## config.mk

```make
export PLATFORM = sky130hd
export DESIGN_NAME = link_egress_buffer
export DESIGN_NICKNAME = d
export VERILOG_FILES = /design/src/rtl/link_egress_buffer.sv
export SDC_FILE = /design/constraint.sdc
export NUM_CORES = 1
export LEC_CHECK = 0
export CAP_MARGIN = 20
export CORE_MARGIN = 2
export CORE_UTILIZATION = 60
export DETAILED_ROUTE_END_ITERATION = 6
export HOLD_SLACK_MARGIN = 0.12
export PLACE_DENSITY = 0.79
export SLEW_MARGIN = 20
export SYNTH_ARGS = -nofsm -noshare
export SYNTH_HDL_FRONTEND = slang
export SYNTH_SLANG_ARGS = --single-unit
```

## constraint.sdc

```tcl
create_clock -name clk -period 5.2 [get_ports clk]
set_input_delay 1.04 -clock clk [delete_from_list [all_inputs] [get_ports clk]]
set_output_delay 1.04 -clock clk [all_outputs]
set_load 0.01 [all_outputs]
```

## src/rtl/link_egress_buffer.sv

```systemverilog
// Per-link egress buffer: validates router TLP framing, stores tagged words
// in a FIFO and drains them to the link transmitter over valid/ready.
// DEPTH must be a power of two and at least 4.
module link_egress_buffer #(
   parameter int unsigned DEPTH        = 16,
   parameter int unsigned LINK_ID      = 0,
   parameter int unsigned READY_MARGIN = 2
) (
   input  logic        clk,
   input  logic        reset,
   input  logic [39:0] header_word,
   input  logic        header_valid,
   input  logic [39:0] payload_word,
   input  logic        payload_valid,
   output logic        buffer_ready,
   output logic [31:0] out_data,
   output logic        out_sop,
   output logic        out_eop,
   output logic        out_valid,
   input  logic        out_ready,
   output logic [7:0]  tlp_count,
   output logic        overflow_err,
   output logic        framing_err
);

   localparam int unsigned AW = $clog2(DEPTH);
   localparam int unsigned PW = AW + 1;
   localparam int unsigned EW = 34;
   localparam int unsigned RW = 11;
   localparam logic [1:0]  LINK = 2'(LINK_ID);

   typedef enum logic [1:0] {IDLE, HDR1, HDR2, PAYLOAD} state_e;

   state_e          state_q, state_d;
   logic            has_pay_q, has_pay_d;
   logic [RW-1:0]   rem_q, rem_d;
   logic [PW-1:0]   wr_ptr_q, rd_ptr_q;
   logic [EW-1:0]   mem_q [DEPTH];
   logic [7:0]      tlp_q;
   logic            ovf_q, ferr_q, ready_q;

   logic            push_req, push, pop, full, fr_err, tlp_done;
   logic [EW-1:0]   push_entry, head;
   logic [PW-1:0]   count, count_d;
   logic            ready_d;

   // Bits of the router words that carry no meaning for this block.
   logic            unused_bits;
   assign unused_bits = ^{payload_word[39:32], header_word[38:34]};

   // Ingress framing FSM: next state, push request and error detection.
   always_comb begin
      state_d    = state_q;
      has_pay_d  = has_pay_q;
      rem_d      = rem_q;
      push_req   = 1'b0;
      push_entry = '0;
      fr_err     = 1'b0;
      tlp_done   = 1'b0;
      if (header_valid && payload_valid) begin
         fr_err = 1'b1;
      end else if (header_valid) begin
         case (state_q)
            IDLE: begin
               if (header_word[39] && (header_word[33:32] == LINK)) begin
                  push_req   = 1'b1;
                  push_entry = {1'b1, 1'b0, header_word[31:0]};
                  has_pay_d  = header_word[30];
                  rem_d      = (header_word[9:0] == 10'd0) ? RW'(1024) : RW'(header_word[9:0]);
                  state_d    = HDR1;
               end else begin
                  fr_err = 1'b1;
               end
            end
            HDR1: begin
               if (header_word[39]) begin
                  fr_err  = 1'b1;
                  state_d = IDLE;
               end else begin
                  push_req   = 1'b1;
                  push_entry = {1'b0, 1'b0, header_word[31:0]};
                  state_d    = HDR2;
               end
            end
            HDR2: begin
               if (header_word[39]) begin
                  fr_err  = 1'b1;
                  state_d = IDLE;
               end else begin
                  push_req   = 1'b1;
                  push_entry = {1'b0, !has_pay_q, header_word[31:0]};
                  if (has_pay_q) begin
                     state_d = PAYLOAD;
                  end else begin
                     tlp_done = 1'b1;
                     state_d  = IDLE;
                  end
               end
            end
            PAYLOAD: begin
               // A header word during payload is always a violation; a new
               // first-header flag additionally abandons the current TLP.
               fr_err = 1'b1;
               if (header_word[39]) begin
                  state_d = IDLE;
               end
            end
            default: state_d = IDLE;
         endcase
      end else if (payload_valid) begin
         if (state_q == PAYLOAD) begin
            push_req   = 1'b1;
            push_entry = {1'b0, (rem_q == RW'(1)), payload_word[31:0]};
            rem_d      = rem_q - RW'(1);
            if (rem_q == RW'(1)) begin
               tlp_done = 1'b1;
               state_d  = IDLE;
            end
         end else begin
            fr_err = 1'b1;
         end
      end
   end

   // FIFO occupancy, push/pop qualification and next-cycle flow control.
   always_comb begin
      count   = wr_ptr_q - rd_ptr_q;
      full    = (count == PW'(DEPTH));
      pop     = (count != '0) && out_ready;
      push    = push_req && !full;
      count_d = count + PW'(push) - PW'(pop);
      ready_d = (32'(count_d) + READY_MARGIN) <= DEPTH;
   end

   // State, pointers, counters and sticky errors.
   always_ff @(posedge clk) begin
      if (reset) begin
         state_q   <= IDLE;
         has_pay_q <= 1'b0;
         rem_q     <= '0;
         wr_ptr_q  <= '0;
         rd_ptr_q  <= '0;
         tlp_q     <= '0;
         ovf_q     <= 1'b0;
         ferr_q    <= 1'b0;
         ready_q   <= 1'b0;
      end else begin
         state_q   <= state_d;
         has_pay_q <= has_pay_d;
         rem_q     <= rem_d;
         ready_q   <= ready_d;
         if (push) wr_ptr_q <= wr_ptr_q + PW'(1);
         if (pop)  rd_ptr_q <= rd_ptr_q + PW'(1);
         // A TLP counts only once its last word actually landed in the FIFO.
         if (tlp_done && push && (tlp_q != 8'hFF)) tlp_q <= tlp_q + 8'd1;
         if (push_req && full) ovf_q  <= 1'b1;
         if (fr_err)           ferr_q <= 1'b1;
      end
   end

   // FIFO storage; contents need no reset since the pointers define validity.
   always_ff @(posedge clk) begin
      if (!reset && push) mem_q[wr_ptr_q[AW-1:0]] <= push_entry;
   end

   assign head         = mem_q[rd_ptr_q[AW-1:0]];
   assign out_valid    = (count != '0);
   assign out_data     = out_valid ? head[31:0] : '0;
   assign out_sop      = out_valid && head[33];
   assign out_eop      = out_valid && head[32];
   assign buffer_ready = ready_q;
   assign tlp_count    = tlp_q;
   assign overflow_err = ovf_q;
   assign framing_err  = ferr_q;

endmodule

```

Yosys cells after proc, flatten, opt, wreduce, memory -nomap -nowiden
Memories as Yosys holds them, arrays and structs flattened. A register that Yosys moved wholly into a read port is not among the register bits.
Cells that the tools add are included.
{ "totals": {"ram_bits": 544, "output_inout_bits": 46, "register_bits": 35, "elab_cells": 105, "mem_count": 1, "in_bits": 85} }
{ "op_classes": {"eq_ne": 10, "reduce_logical": 24, "muxes": 51, "addsub": 8, "n_bitwise": 1, "n_lt_le_gt_ge": 1} }
{ "memory_table": {"columns": ["memory", "depth", "width", "read_ports", "rd_ports_with_merged_regs", "write_ports", "line_no", "text"], "rows": [
  ["mem_q", 16, 34, 1, 1, 1, "38", "logic [EW-1:0] mem_q [DEPTH];"]
]} }
{ "op_table": {"columns": ["op", "n"], "rows": [
  ["34-bit two-way mux", 3],
  ["34-bit one-hot mux with 3 select lines", 1],
  ["33-bit two-way mux", 3],
  ["11-bit two-way mux", 6],
  ["32-bit two-way mux", 2],
  ["1-bit two-way mux", 22],
  ["2-bit two-way mux", 9],
  ["11-bit by 1-bit == test with 1-bit output (second input constant)", 1],
  ["11-bit by 1-bit subtractor with 11-bit output (second input constant)", 1],
  ["5-bit by 1-bit adder with 5-bit output (second input constant)", 2],
  ["1-bit logical AND", 10],
  ["10-bit zero test", 1],
  ["8-bit by 1-bit adder with 8-bit output (second input constant)", 1],
  ["4-bit two-way mux", 2],
  ["8-bit inequality test (second input constant)", 1],
  ["2-bit one-hot mux with 4 select lines", 1],
  ["5-bit by 2-bit adder with 6-bit output (second input constant)", 1],
  ["6-bit by 5-bit less-or-equal comparator with 1-bit output (second input constant)", 1],
  ["3-bit inequality test (second input constant)", 2],
  ["6-bit AND reduction", 1],
  ["2-bit nonzero test", 3],
  ["5-bit by 1-bit adder with 5-bit output", 1],
  ["5-bit == test (second input constant)", 1],
  ["5-bit AND reduction", 1],
  ["13 further kinds", 18]
]} }

Depth between registers and ports, before layout
Gate-level depths: netlist of run 1.
{ "logic_depth": {"depth_word": 11, "mapped_depth": 22, "mapped_depth_nobuf": 21} }

Worst setup path before layout of run 1
OpenSTA, ideal clock, no wires.
{ "synth_path": {"kind": "input -> register", "from": "input port header_valid", "to": "memory mem_q[0][0] (enable)", "required_ps": 4775, "setup_slack_ps": 910, "setup_ps": 425, "t_arrival_ps": 3865, "path_stages": 7, "n_path_buf": 2, "path_cell_list": "buf_6 > or3b_2 > a21oi_1 > o32ai_1 > buf_4 > or3_1 > nor2_1"} }
{ "synth_between": {"elab_chain_cells": 6, "elab_cells_between_ends": 7, "cone_classes": "mux: 4; reduce/logical: 3"} }
{ "synth_lines": {"columns": ["item", "line_no", "text"], "rows": [
  ["start, declared", "12", "input logic header_valid,"],
  ["1-bit two-way mux or 1-bit logical AND (tied branches)", "62, 60", null],
  ["1-bit two-way mux (*)", "60", "if (header_valid && payload_valid) begin"],
  ["1-bit logical AND (*)", "130", "push = push_req && !full;"],
  ["1-bit logical AND (*)", "163", "if (!reset && push) mem_q[wr_ptr_q[AW-1:0]] <= push_entry;"],
  ["1-bit two-way mux (*)", "163", null],
  ["1-bit two-way mux (implied by the code) (*)", "163", null],
  ["end, declared", "38", null]
]} }
Mark *: on every way between the ends. The rest lies on a longest branch, timed or not.

Worst setup path in the final report of run 1
{ "layout_path": {"from": "register wr_ptr_q[0]", "to": "output port out_data[24]"} }
{ "layout_between": {"elab_chain_cells": 3} }
{ "layout_lines": {"columns": ["item", "line_no", "text"], "rows": [
  ["start, declared", "37", "logic [PW-1:0] wr_ptr_q, rd_ptr_q;"],
  ["start signal, assigned", "152", "if (push) wr_ptr_q <= wr_ptr_q + PW'(1);"],
  ["5-bit subtractor", "127", "count = wr_ptr_q - rd_ptr_q;"],
  ["5-bit nonzero test", "167", "assign out_valid = (count != '0);"],
  ["32-bit two-way mux", "168", "assign out_data = out_valid ? head[31:0] : '0;"],
  ["end, declared", "16", "output logic [31:0] out_data,"]
]} }
Every way passes these cells.

==> impl_metrics.yaml, run 1 <==
run_status:
  status: "finished, final reports clean"
synth:
  yosys-top-cells-area: "edfxtp_1 70%, mux4_2 16%, dfxtp_1 3.3%"
  synth_top_area_cell: "edfxtp_1"
  synth_flop_cell: "edfxtp_1"
  synth_edf_count: 544
  syn_area_per_cell_um2: 20.1
  synthCells: 1168
  synth_top_area_frac: 0.695
  synth-seq-cells: 583
  ys_warn_count: 0
  synth.distinct_cells: 56
  ys_seq_area_frac: 0.728
  syn-num-nets: 1277
  synth.most_common_cell: "edfxtp_1"
  synthTopCellsByCount: "544 x edfxtp_1, 170 x mux4_2, 66 x nor2_1"
  synth_area_um2: 23500
  async_reset_ff_frac: 0
cts:
  path_clk_slew_ns: 0.07
  clock-root-buffer: "clkbuf_16"
  clock_latency_ns: 0.59
  cts_sinks: 583
  cts_buffer_depth: 3
  htreeDepth: 2
  cts_made_buffers: 56
  cts_setup_buffers: 0
  hold_buffers: 0
  cts_tree: "done"
  cts-resized-gates: 0
timing:
  fin_crit_ns: 4.78
  max_freq_mhz: 209
  fin_crit_sh: 0.918
  rsz0062_at_grt: "no"
  slew_viol_final: 0
  maxSlewHeadroom: 0.249
  worst_slew_pin_slew_ns: 1.12
  hold_viol_final: 0
  setup_viol: 0
  finClkSkew_ns: 0.0157
  finalSetupTns_ns: 0
placed_design:
  dpl_cell_area_um2: 25600
  globalplace.congestion: 0.780
  io_buffer_count: 117
  dp.final_hpwl_um: 27500
cells_and_area:
  final_area_um2: 27300
  drive_above_1_share: 0.236
  antenna_cells: 0
  final_nets: 1429
  synthToLayoutAreaGrowth_pct: 16.4
grt:
  grt_max_degree: 77
  grt_pass1_wl_um: 79500
  gr-total-overflow: 0
  grtUsageTotal: 0.268
  antenna_found_initial: 0
  grt_pass1_vias: 12387
worst_setup_path:
  path_depth: 12
  cpMaxStageDelayCell: "clkdlybuf4s50_1"
  r2r_start: "wr_ptr_q[0]$_SDFFE_PP0P_"
  crit_chain: "inv_1 -> ha_1 -> inv_1 -> fa_1 -> xnor2_1 -> ha_1 -> and3_1 -> o21a_1 -> inv_1 -> buf_4 -> and2_1 -> clkdlybuf4s50_1"
  crit_top_cell: "inv_1"
  crit_required_ns: 4.16
  reg2reg_depth: 19
  arrival_ns: 3.74
  cp_max_fo: 37
  crit_family: "buffers and inverters"
  r2r_setup_slack_ns: 0.78
  crit_path_start_kind: "flip-flop"
  critPathLaunch: "wr_ptr_q[0]$_SDFFE_PP0P_"
  cp_num_buf_inv: 5
  critPathCaptureType: "output pin"
  worstSetupPathType: "flip-flop to output pin"
  max_stage_delay_ns: 0.56
  r2r_end: "buffer_ready$_SDFF_PP0_"
detailed_routing:
  ant_nets: 0
  first_iter_violations: 1456
  routedWlPerCell_um: 28.2
  vias: 12148
  drt_wl_total_um: 53100
  remaining_drc_errors: 0
  firstDrtPassIters: 5
  post_drt_via_cell_ratio: 6.45
die:
  start_util: 0.608
  dieArea_um2: 40800
  dieHeight_um: 202
  num_rows: 72
  die_x_um: 202
  core_um2: 38600
  ioPinCount: 131
worst_hold_path:
  min_path_cells: 2
  worstHoldStart: "overflow_err$_SDFFE_PP0P_"
  min_to: "overflow_err$_SDFFE_PP0P_"
  holdCritPathClass: "flip-flop to flip-flop"
power_and_ir_drop:
  power_leakage_uw: 0.00837
  power_density_nw_per_um2: 439
  vdd_drop_max_uv: 558
flow_run:
  drv_cap: 0
-- flip-flops by register name (all words and copies together) (netlist names), named ones only --
signal and cells:
rd_ptr_q 5, overflow_err 1, framing_err 1, has_pay_q 1
buffer_ready 1, tlp_count 8, wr_ptr_q 5, state_q 2
mem_q 544, rem_q 11
-- area by class of cell --
type	count	area (um^2)
clock inverter	30	220
timing repair buffer	154	1560
fill	2202	11300
multi-input combinational	503	6180
inverter	22	82.6
tap	518	648
clock buffer	74	1530
sequential	583	17100
-- layout by cell type, fill, tap and decap left out, drive strengths merged, types with 4 or more instances in the layout --
master / count
a21oi: 27
a22o: 32
a22oi: 5
and2: 34
buf: 37
clkbuf: 74
clkdlybuf4s50: 117
clkinv: 24
dfxtp: 39
edfxtp: 544
ha: 22
inv: 25
mux2i: 5
mux4: 170
nand2: 23
nand2b: 9
nand3: 12
nand3b: 4
nor2: 67
nor3: 10
nor4: 4
o21ai: 13
or4: 7
xnor2: 13
xor2: 5
-- per-stage QoR --
stage,cells,worst slack (ns),hold WS [ns],power [uW],utilization
floorplan,1168,0.910,0.457,7230,-
global placement,1780,0.521,0.472,8180,0.662
detailed placement,1780,0.422,0.472,8240,0.662
CTS,1884,0.398,0.499,12100,0.708
global route,1884,0.210,0.523,12400,0.708
finish,1884,0.424,0.493,12000,0.708
-- per-layer routing --
metal	vias to the layer above	wire length (um)	track usage
met4	0	1300	0.0756
met3	93	4260	0.0361
met2	646	27200	0.448
met1	6298	20400	0.379
met5	-	0	0
li1	5111	-	-
-- worst max path at each step --
stage | endpoint | slack [ns]
CTS | out_data[24] | 0.40
floorplan | mem_q[0][0]$_DFFE_PP_ | 0.91
global placement | buffer_ready$_SDFF_PP0_ | 0.52
detailed placement | buffer_ready$_SDFF_PP0_ | 0.42
global route | out_data[24] | 0.21
finish | out_data[24] | 0.42
-- tightest hold or removal path: stages (launching register included) --
cell and delay, ns:
dfxtp_1 0.34, a31oi_1 0.05, nor2_1 0.07
-- cell families (layout without fill, tap and decap cells) --
| kind of cell | after synthesis | after routing | share of synthesized area |
|---|---|---|---|
| fa+ha+maj | 24 | 24 | 0.0134 |
| mux | 175 | 175 | 0.165 |
| xor+xnor | 19 | 19 | 0.00767 |
| simple gates | 191 | 191 | 0.0430 |
| buf+inv | 82 | 280 | 0.0146 |
| flops | 583 | 583 | 0.728 |
| compound gates | 94 | 94 | 0.0280 |
-- report_power, final --
group | total, uW | switching (uW) | internal, uW | leakage, uW
clock network | 3870 | 1700 | 2180 | 0.000871
logic | 2930 | 1300 | 1630 | 0.00238
registers | 5200 | 107 | 5090 | 0.00511
total | 12000 | 3110 | 8900 | 0.00837
Power figures use the tool's default switching activity.
==> run 2, diff against run 1 <==
--- a/config.mk
+++ b/config.mk
@@ -7,10 +7,11 @@
 export LEC_CHECK = 0
 export CAP_MARGIN = 20
 export CORE_MARGIN = 2
-export CORE_UTILIZATION = 60
+export CORE_UTILIZATION = 39
 export DETAILED_ROUTE_END_ITERATION = 6
+export DONT_BUFFER_PORTS = 1
 export HOLD_SLACK_MARGIN = 0.12
-export PLACE_DENSITY = 0.79
+export PLACE_DENSITY = 0.52
 export SLEW_MARGIN = 20
 export SYNTH_ARGS = -nofsm -noshare
 export SYNTH_HDL_FRONTEND = slang
==> run 2 against run 1 <==
- first-iteration DRC count fell by 42%
- routed wire length fell by 0.57%
- combinational power fell by 16%
- highest routed layer unchanged
- core utilization fell by 26 points
- global-route usage fell by 9.7 points
- clock skew rose by 0.0013 ns
- non-clock buffer count fell by 126
- die area rose by 53%
- sequential share of layout area rose by 1.5 points
- largest cell class unchanged
- clock power rose by 12%
- worst setup slack improved by 0.33 ns
==> impl_metrics.yaml, run 2 (synthesized netlist as in run 1, its figures left out) <==
cts:
  hold_buffers: 0
  clock_latency_ns: 0.63
  cts_tree: "done"
  clock-root-buffer: "clkbuf_16"
  cts_made_buffers: 61
  cts_buffer_depth: 3
  cts-resized-gates: 0
  htreeDepth: 2
  cts_setup_buffers: 0
  path_clk_slew_ns: 0.06
  cts_sinks: 583
worst_setup_path:
  reg2reg_depth: 20
  arrival_ns: 4.94
  crit_required_ns: 5.70
  r2r_setup_slack_ns: 0.76
  critPathCaptureType: "flip-flop"
  r2r_end: "buffer_ready$_SDFF_PP0_"
  cp_max_fo: 12
  crit_path_end: "buffer_ready$_SDFF_PP0_"
  worstSetupPathType: "flip-flop to flip-flop"
  r2r_start: "wr_ptr_q[0]$_SDFFE_PP0P_"
  critPathLaunch: "wr_ptr_q[0]$_SDFFE_PP0P_"
  crit_path_start_kind: "flip-flop"
power_and_ir_drop:
  power_density_nw_per_um2: 450
  power_leakage_uw: 0.00798
  vdd_drop_max_uv: 363
timing:
  hold_viol_final: 0
  fin_crit_ns: 4.44
  finalSetupTns_ns: 0
  rsz0062_at_grt: "no"
  finClkSkew_ns: 0.0170
  slew_viol_final: 0
  fin_crit_sh: 0.854
  setup_viol: 0
  max_freq_mhz: 225
  maxSlewHeadroom: 0.384
  worst_slew_pin_slew_ns: 0.924
  setup_slack_ns: 0.758
die:
  num_rows: 89
  die_x_um: 249
  start_util: 0.396
  ioPinCount: 131
  dieHeight_um: 249
  dieArea_um2: 62200
  core_um2: 59400
cells_and_area:
  final_area_um2: 26700
  num-fill-cells: 5042
  mostFrequentLayoutCells: "544 x edfxtp_1, 170 x mux4_2, 62 x clkbuf_16, 49 x nor2_1, 35 x dfxtp_1"
  largest_reg_flops: 544
  synthToLayoutAreaGrowth_pct: 13.7
  final_common_cell: "edfxtp_1"
  final_nets: 1308
  drive_above_1_share: 0.251
  postLayoutCoreUtil: 0.450
grt:
  gr-total-overflow: 0
  grt_pass1_vias: 11849
  grtUsageTotal: 0.171
  antenna_found_initial: 2
  grt_pass1_wl_um: 78500
  grt_max_degree: 59
detailed_routing:
  post_drt_via_cell_ratio: 5.57
  remaining_drc_errors: 0
  firstDrtPassIters: 5
  ant_nets: 0
  vias: 11267
  first_iter_violations: 847
  drt_wl_total_um: 52800
  routedWlPerCell_um: 26.1
placed_design:
  dp.final_hpwl_um: 29000
  pre_cts_ws_ns: 0.721
  io_buffer_count: 0
  dpl_cell_area_um2: 24700
  globalplace.congestion: 0.751
flow_run:
  drv_cap: 0
run_status:
  status: "finished, final reports clean"
worst_hold_path:
  holdCritPathClass: "input pin to flip-flop"
-- run 2: cell count changes in the layout (fill, tap and decap cells not counted), sizes merged --
cell,delta
clkinv,-1
clkbuf,+6
bufinv,+5
buf,-9
clkdlybuf4s50,-117
diode,+1
inv,-1
-- run 2: through the flow --
step | hold WS [ns] | total power (uW) | cells
floorplan | 0.457 | 7230 | 1168
global placement | 0.474 | 7840 | 1909
global route | 0.454 | 12600 | 2022
finish | 0.489 | 12000 | 2023
detailed placement | 0.476 | 7860 | 1909
CTS | 0.446 | 12200 | 2022
-- run 2: report_power, final --
group	switching (uW)	internal, uW	leakage [uW]	total, uW
clock network	1780	2570	0.000975	4350
registers	135	5090	0.00511	5230
logic	1240	1210	0.00190	2450
total	3160	8880	0.00798	12000
-- run 2: per-layer routing --
metal | track usage | up-vias | wire [um]
met2 | 0.272 | 244 | 25000
met4 | 0.0470 | 0 | 1160
met5 | 0 | - | 0
met3 | 0.0348 | 74 | 2530
li1 | - | 4877 | -
met1 | 0.241 | 6072 | 24200
-- run 2: how the worst min path moves through the flow --
stage / start / cells after the start / endpoint / slack (ns)
6_report: reset / 1 / tlp_count[4]$_SDFFE_PP0P_ / 0.49
5_1_grt: reset / 1 / has_pay_q$_SDFFE_PP0P_ / 0.45
4_1_cts: reset / 1 / flip-flop / 0.45
3_5_place_dp: rem_q[9]$_SDFFE_PP0P_ / 2 / rem_q[9]$_SDFFE_PP0P_ / 0.48
3_3_place_gp: rem_q[9]$_SDFFE_PP0P_ / 2 / rem_q[9]$_SDFFE_PP0P_ / 0.47
2_1_floorplan: rem_q[9]$_SDFFE_PP0P_ / 2 / rem_q[9]$_SDFFE_PP0P_ / 0.46
-- run 2: area by class of cell --
| class | count | area, um^2 | share of cell area |
|---|---|---|---|
| Sequential cell | 583 | 17100 | 0.641 |
| Timing Repair Buffer | 28 | 360 | 0.0135 |
| Clock buffer | 80 | 1650 | 0.0617 |
| Antenna cell | 1 | 2.50 | 0.0000936 |
| Tap cell | 773 | 967 | 0.0362 |
| Multi-Input combinational cell | 503 | 6180 | 0.231 |
| Clock inverter | 33 | 358 | 0.0134 |
| Inverter | 22 | 82.6 | 0.00309 |
-- run 2: critical path, stage by stage (launching register included) --
cell and delay (ns):
dfxtp_1 0.34, inv_1 0.15, ha_1 0.18, inv_1 0.05, fa_1 0.41, xnor2_1 0.32, ha_1 0.22, nand3_1 0.06
o32ai_1 0.27, buf_4 0.22, clkinv_1 0.26, ha_1 0.31, inv_1 0.08, fa_1 0.21, xor2_1 0.23, inv_1 0.08
ha_1 0.28, nor3_1 0.05, a2111o_1 0.40, mux2i_1 0.13, a21oi_1 0.08
